<file path="src/rtl/writeback_arbiter_l4.sv">
// writeback_arbiter_l4: arbitrates p_num_units execute-unit results onto one RF write port + commit report.
// Latency: 1 cycle from x_val&x_rdy transfer to commit_val/rf_* outputs.
// Backpressure: never stalls; one grant per cycle, losers wait with x_val high and a stable payload.
//
// Ports:
//   clk, rst                     clock; synchronous active-high reset
//   x_val/x_rdy                  per-unit valid in, one-hot grant out (combinational)
//   x_pc/x_seq_num/x_waddr/
//   x_wdata/x_wen                per-unit result payload
//   rf_wen/rf_waddr/rf_wdata     register-file write port (x0 writes suppressed)
//   commit_val/commit_pc/
//   commit_seq_num               retired-instruction report
//
// Build option: define WB_RR_ARB_EN for round-robin arbitration starting at the
// pointer index; otherwise the lowest valid index wins (fixed priority).
module writeback_arbiter_l4 #(
  parameter int p_num_units    = 4,
  parameter int p_seq_num_bits = 5
) (
  input  logic                                         clk,
  input  logic                                         rst,
  input  logic [p_num_units-1:0]                       x_val,
  output logic [p_num_units-1:0]                       x_rdy,
  input  logic [p_num_units-1:0][31:0]                 x_pc,
  input  logic [p_num_units-1:0][p_seq_num_bits-1:0]   x_seq_num,
  input  logic [p_num_units-1:0][4:0]                  x_waddr,
  input  logic [p_num_units-1:0][31:0]                 x_wdata,
  input  logic [p_num_units-1:0]                       x_wen,
  output logic                                         rf_wen,
  output logic [4:0]                                   rf_waddr,
  output logic [31:0]                                  rf_wdata,
  output logic                                         commit_val,
  output logic [31:0]                                  commit_pc,
  output logic [p_seq_num_bits-1:0]                    commit_seq_num
);

  // Captured result of the winning unit.
  typedef struct packed {
    logic                      val;
    logic [31:0]               pc;
    logic [p_seq_num_bits-1:0] seq;
    logic [4:0]                waddr;
    logic [31:0]               wdata;
    logic                      wen;
  } wb_t;

  wb_t                    out_d, out_q;
  logic [p_num_units-1:0] grant;
  logic                   found;

`ifdef WB_RR_ARB_EN
  localparam int PTR_W = (p_num_units > 1) ? $clog2(p_num_units) : 1;
  logic [PTR_W-1:0] ptr_d, ptr_q;

  // Round robin: scan indices >= pointer first, then wrap to indices below it.
  always_comb begin
    grant = '0;
    found = 1'b0;
    for (int i = 0; i < p_num_units; i++) begin
      if (!found && x_val[i] && (i >= int'(ptr_q))) begin
        grant[i] = 1'b1;
        found    = 1'b1;
      end
    end
    for (int i = 0; i < p_num_units; i++) begin
      if (!found && x_val[i] && (i < int'(ptr_q))) begin
        grant[i] = 1'b1;
        found    = 1'b1;
      end
    end
    if (rst) begin
      grant = '0;
    end
  end

  // Pointer moves only on a transfer, to the slot after the winner.
  always_comb begin
    ptr_d = ptr_q;
    for (int i = 0; i < p_num_units; i++) begin
      if (grant[i]) begin
        ptr_d = (i == p_num_units - 1) ? '0 : PTR_W'(i + 1);
      end
    end
  end

  always_ff @(posedge clk) begin
    if (rst) begin
      ptr_q <= '0;
    end else begin
      ptr_q <= ptr_d;
    end
  end
`else
  // Fixed priority: lowest valid index wins.
  always_comb begin
    grant = '0;
    found = 1'b0;
    for (int i = 0; i < p_num_units; i++) begin
      if (!found && x_val[i]) begin
        grant[i] = 1'b1;
        found    = 1'b1;
      end
    end
    if (rst) begin
      grant = '0;
    end
  end
`endif

  assign x_rdy = grant;

  // Payload fields hold when nothing transfers so rf_waddr/rf_wdata stay put.
  always_comb begin
    out_d     = out_q;
    out_d.val = 1'b0;
    for (int i = 0; i < p_num_units; i++) begin
      if (grant[i]) begin
        out_d.val   = 1'b1;
        out_d.pc    = x_pc[i];
        out_d.seq   = x_seq_num[i];
        out_d.waddr = x_waddr[i];
        out_d.wdata = x_wdata[i];
        out_d.wen   = x_wen[i];
      end
    end
  end

  always_ff @(posedge clk) begin
    if (rst) begin
      out_q.val <= 1'b0;
    end else begin
      out_q <= out_d;
    end
  end

  // Gating with rst keeps commit/write quiet during the whole reset cycle,
  // not just after the first reset edge.
  assign commit_val     = out_q.val & ~rst;
  assign commit_pc      = out_q.pc;
  assign commit_seq_num = out_q.seq;
  assign rf_waddr       = out_q.waddr;
  assign rf_wdata       = out_q.wdata;
  assign rf_wen         = commit_val & out_q.wen & (out_q.waddr != 5'd0);

endmodule

</file>
<file path="config.mk">
export PLATFORM = sky130hd
export DESIGN_NAME = writeback_arbiter_l4
export DESIGN_NICKNAME = d
export VERILOG_FILES = /design/src/rtl/writeback_arbiter_l4.sv
export SDC_FILE = /design/constraint.sdc
export NUM_CORES = 1
export LEC_CHECK = 0
export ABC_AREA = 1
export BUFFER_PORTS_ARGS = -buffer_cell sky130_fd_sc_hd__buf_4
export CAP_MARGIN = 40
export CORE_AREA = 5 5 147 149
export DETAILED_ROUTE_END_ITERATION = 12
export DIE_AREA = 0 0 152 154
export GPL_TIMING_DRIVEN = 0
export PLACE_DENSITY_LB_ADDON = 0.08
export SLEW_MARGIN = 40
export SYNTH_ARGS = -nofsm -noshare
export SYNTH_HDL_FRONTEND = slang
export SYNTH_SLANG_ARGS = --single-unit
</file>
<file path="constraint.sdc">
create_clock -name clk -period 8.2 [get_ports clk]
set_input_delay 1.64 -clock clk [delete_from_list [all_inputs] [get_ports clk]]
set_output_delay 1.64 -clock clk [all_outputs]
set_load 0.05 [all_outputs]
</file>
==> metrics.yaml <==
outcome: "finished clean"
cts_sinks: 76
layout.nets: 1467
switchingPower_uw: 456
fin_cells: 1435
grtUsageTotal: 0.207
power_density_mw_per_mm2: 158
yosys-top-cells-count: "nand3_1, nand2_1, buf_4, inv_1"
startpoint_type: "input port"
slew_headroom: 0.586
worst-path-max-fanout: 10
tightest_slew_ns: 0.621
p_leak_nw: 4.64
num_antenna_cells: 0
numCtsBuffers: 9
dp_cells: 1420
critPathLaunch: "x_val[2]"
fin_setup_tns_ns: 0
die_height_um: 154
die_x_um: 152
final_util: 0.464
fmax_mhz: 215
tritoncts: "done"
synth-seq-area-share: 0.399
crit_required_ns: 6.56
clockRootBuffer: "clkbuf_16"
hold_path_class: "input port to flip-flop"
avgSynthCellArea_um2: 7.44
via_per_inst: 4.63
placement.io_buffers: 383
synth.area.top_cells: "edfxtp_1, nand3_1, buf_4, nand2_1, nand4_1"
yosysTopAreaCellShare: 0.395
yosysUniqueCellTypes: 18
syn_inst: 766
finalPower_mw: 1.47
routed_wl_um: 25600
cts.path.max_buffers: 2
clk_pin_slew_ns: 0.06
synth_warnings: 0
drtAntennaViolNets: 0
start_util: 0.284
synthDominantAreaCellType: "edfxtp_1"
clkPwrFrac: 0.332
dieArea_mm2: 0.0234
period_share: 0.568
first_global_vias: 6525
drv_slew: 0
synthFlopType: "edfxtp_1"
wire_per_inst_um: 17.8
coreArea_mm2: 0.0200
hold_violations: 0
drt_iter0_markers: 277
syn_area_mm2: 0.00570
pin_count: 386
critical_path_class: "input port to primary output"
area_growth_pct: 63.2
min_period_ns: 4.66
ctsHoldBuffers: 0
grt_antenna_before_repair: 0
grt_pass1_wl_um: 37700
place_congestion: 0.856
cts_resized: 0
rsz0062_at_grt: "false"
finalSetupViolCount: 0
cts_max_level: 3
pwr-share-seq: 0.329
p_int_mw: 1.01
hpwl_um: 20400
grt_max_degree: 44
drcViolationCount: 0
end_kind: "primary output"
pwr-share-comb: 0.339
swShare: 0.311
arrival_ns: 3.02
vias: 6644
min-delay-start: "x_wdata[75]"
rows: 52
drive_gt1_frac: 0.445
yosysMostFrequentCell: "nand3_1"
firstDrtPassIters: 5
drv_cap: 0
post_cts_buffers: 0
grt-ovfl-total: 0
ys_seq_elements: 76
syn-num-nets: 1072
ir_drop_mv: 0.0863
synth_edf_count: 75
async_flop_share: 0
-- cells in the final DEF (no fill, tap or decap) --
master / netlist / layout
buf_4: 81 / 464
nand2_1: 154 / 154
clkinv_1: 1 / 3
o21ai_0: 1 / 1
nor2_2: 2 / 2
o21bai_1: 1 / 1
buf_16: 0 / 1
nand3_1: 225 / 225
nor2_1: 7 / 7
nand4_1: 75 / 75
bufinv_16: 0 / 4
edfxtp_1: 75 / 75
dfxtp_1: 1 / 1
inv_6: 0 / 1
clkbuf_16: 0 / 9
inv_2: 1 / 1
clkbuf_1: 17 / 17
inv_1: 81 / 80
nor3_1: 1 / 1
buf_2: 37 / 37
buf_1: 5 / 5
nor4_1: 1 / 1
-- layout make-up --
type | instances | area, um2
Sequential cell | 76 | 2270
Inverter | 83 | 317
Clock buffer | 9 | 225
Fill cell | 2163 | 10700
Tap cell | 270 | 338
Buffer | 140 | 876
Multi-Input combinational cell | 467 | 2240
Timing Repair Buffer | 384 | 2900
Clock inverter | 6 | 128
-- power by group through the flow --
stage	logic (mW)	clock network, mW	registers [mW]
final	0.497	0.488	0.482
after floorplan	0.281	0	0.489
after CTS	0.502	0.502	0.483
after detailed placement	0.501	0	0.491
after global placement	0.498	0	0.492
after global routing	0.529	0.516	0.486
-- cell families (layout without fill, tap and decap cells) --
| family | count (synthesis) | after routing | share of synthesized area |
|---|---|---|---|
| simple gates | 465 | 465 | 0.390 |
| buf+inv | 223 | 622 | 0.208 |
| flops | 76 | 76 | 0.399 |
| compound gates | 2 | 2 | 0.00220 |
-- worst max-delay path, cell delays in order --
cell      delay, ns
buf_4          0.08
clkinv_1       0.20
clkbuf_1       0.35
buf_2          0.29
nor4_1         0.19
buf_4          0.26
-- layer usage --
layer,up-vias,GRT usage,wire [um]
met5,-,0,0
met4,0,0.0599,513
met3,27,0.0649,2200
met2,274,0.369,13000
met1,3008,0.238,9800
li1,3335,-,-
-- registers in the layout, summed over array words and instances, names as in the netlist --
register        flops
commit_pc          32
rf_wdata           32
commit_seq_num      5
rf_waddr            5
out_q               2
-- metrics by stage --
step                      instance area, um2  hold WS, ns  setup WS, ns
final                                   9290         1.62          3.54
after global routing                    9290         1.61          3.40
after global placement                  8910         1.92          2.77
after detailed placement                8940         1.96          3.45
after floorplan                         5700         1.80          2.95
after CTS                               9290         1.60          3.44
-- final timing paths --
check | depth (start not counted) | endpoint
setup / recovery | 6 | x_rdy[2]
hold / removal | 3 | rf_wdata[11]
(Power assumes the default switching activity.)
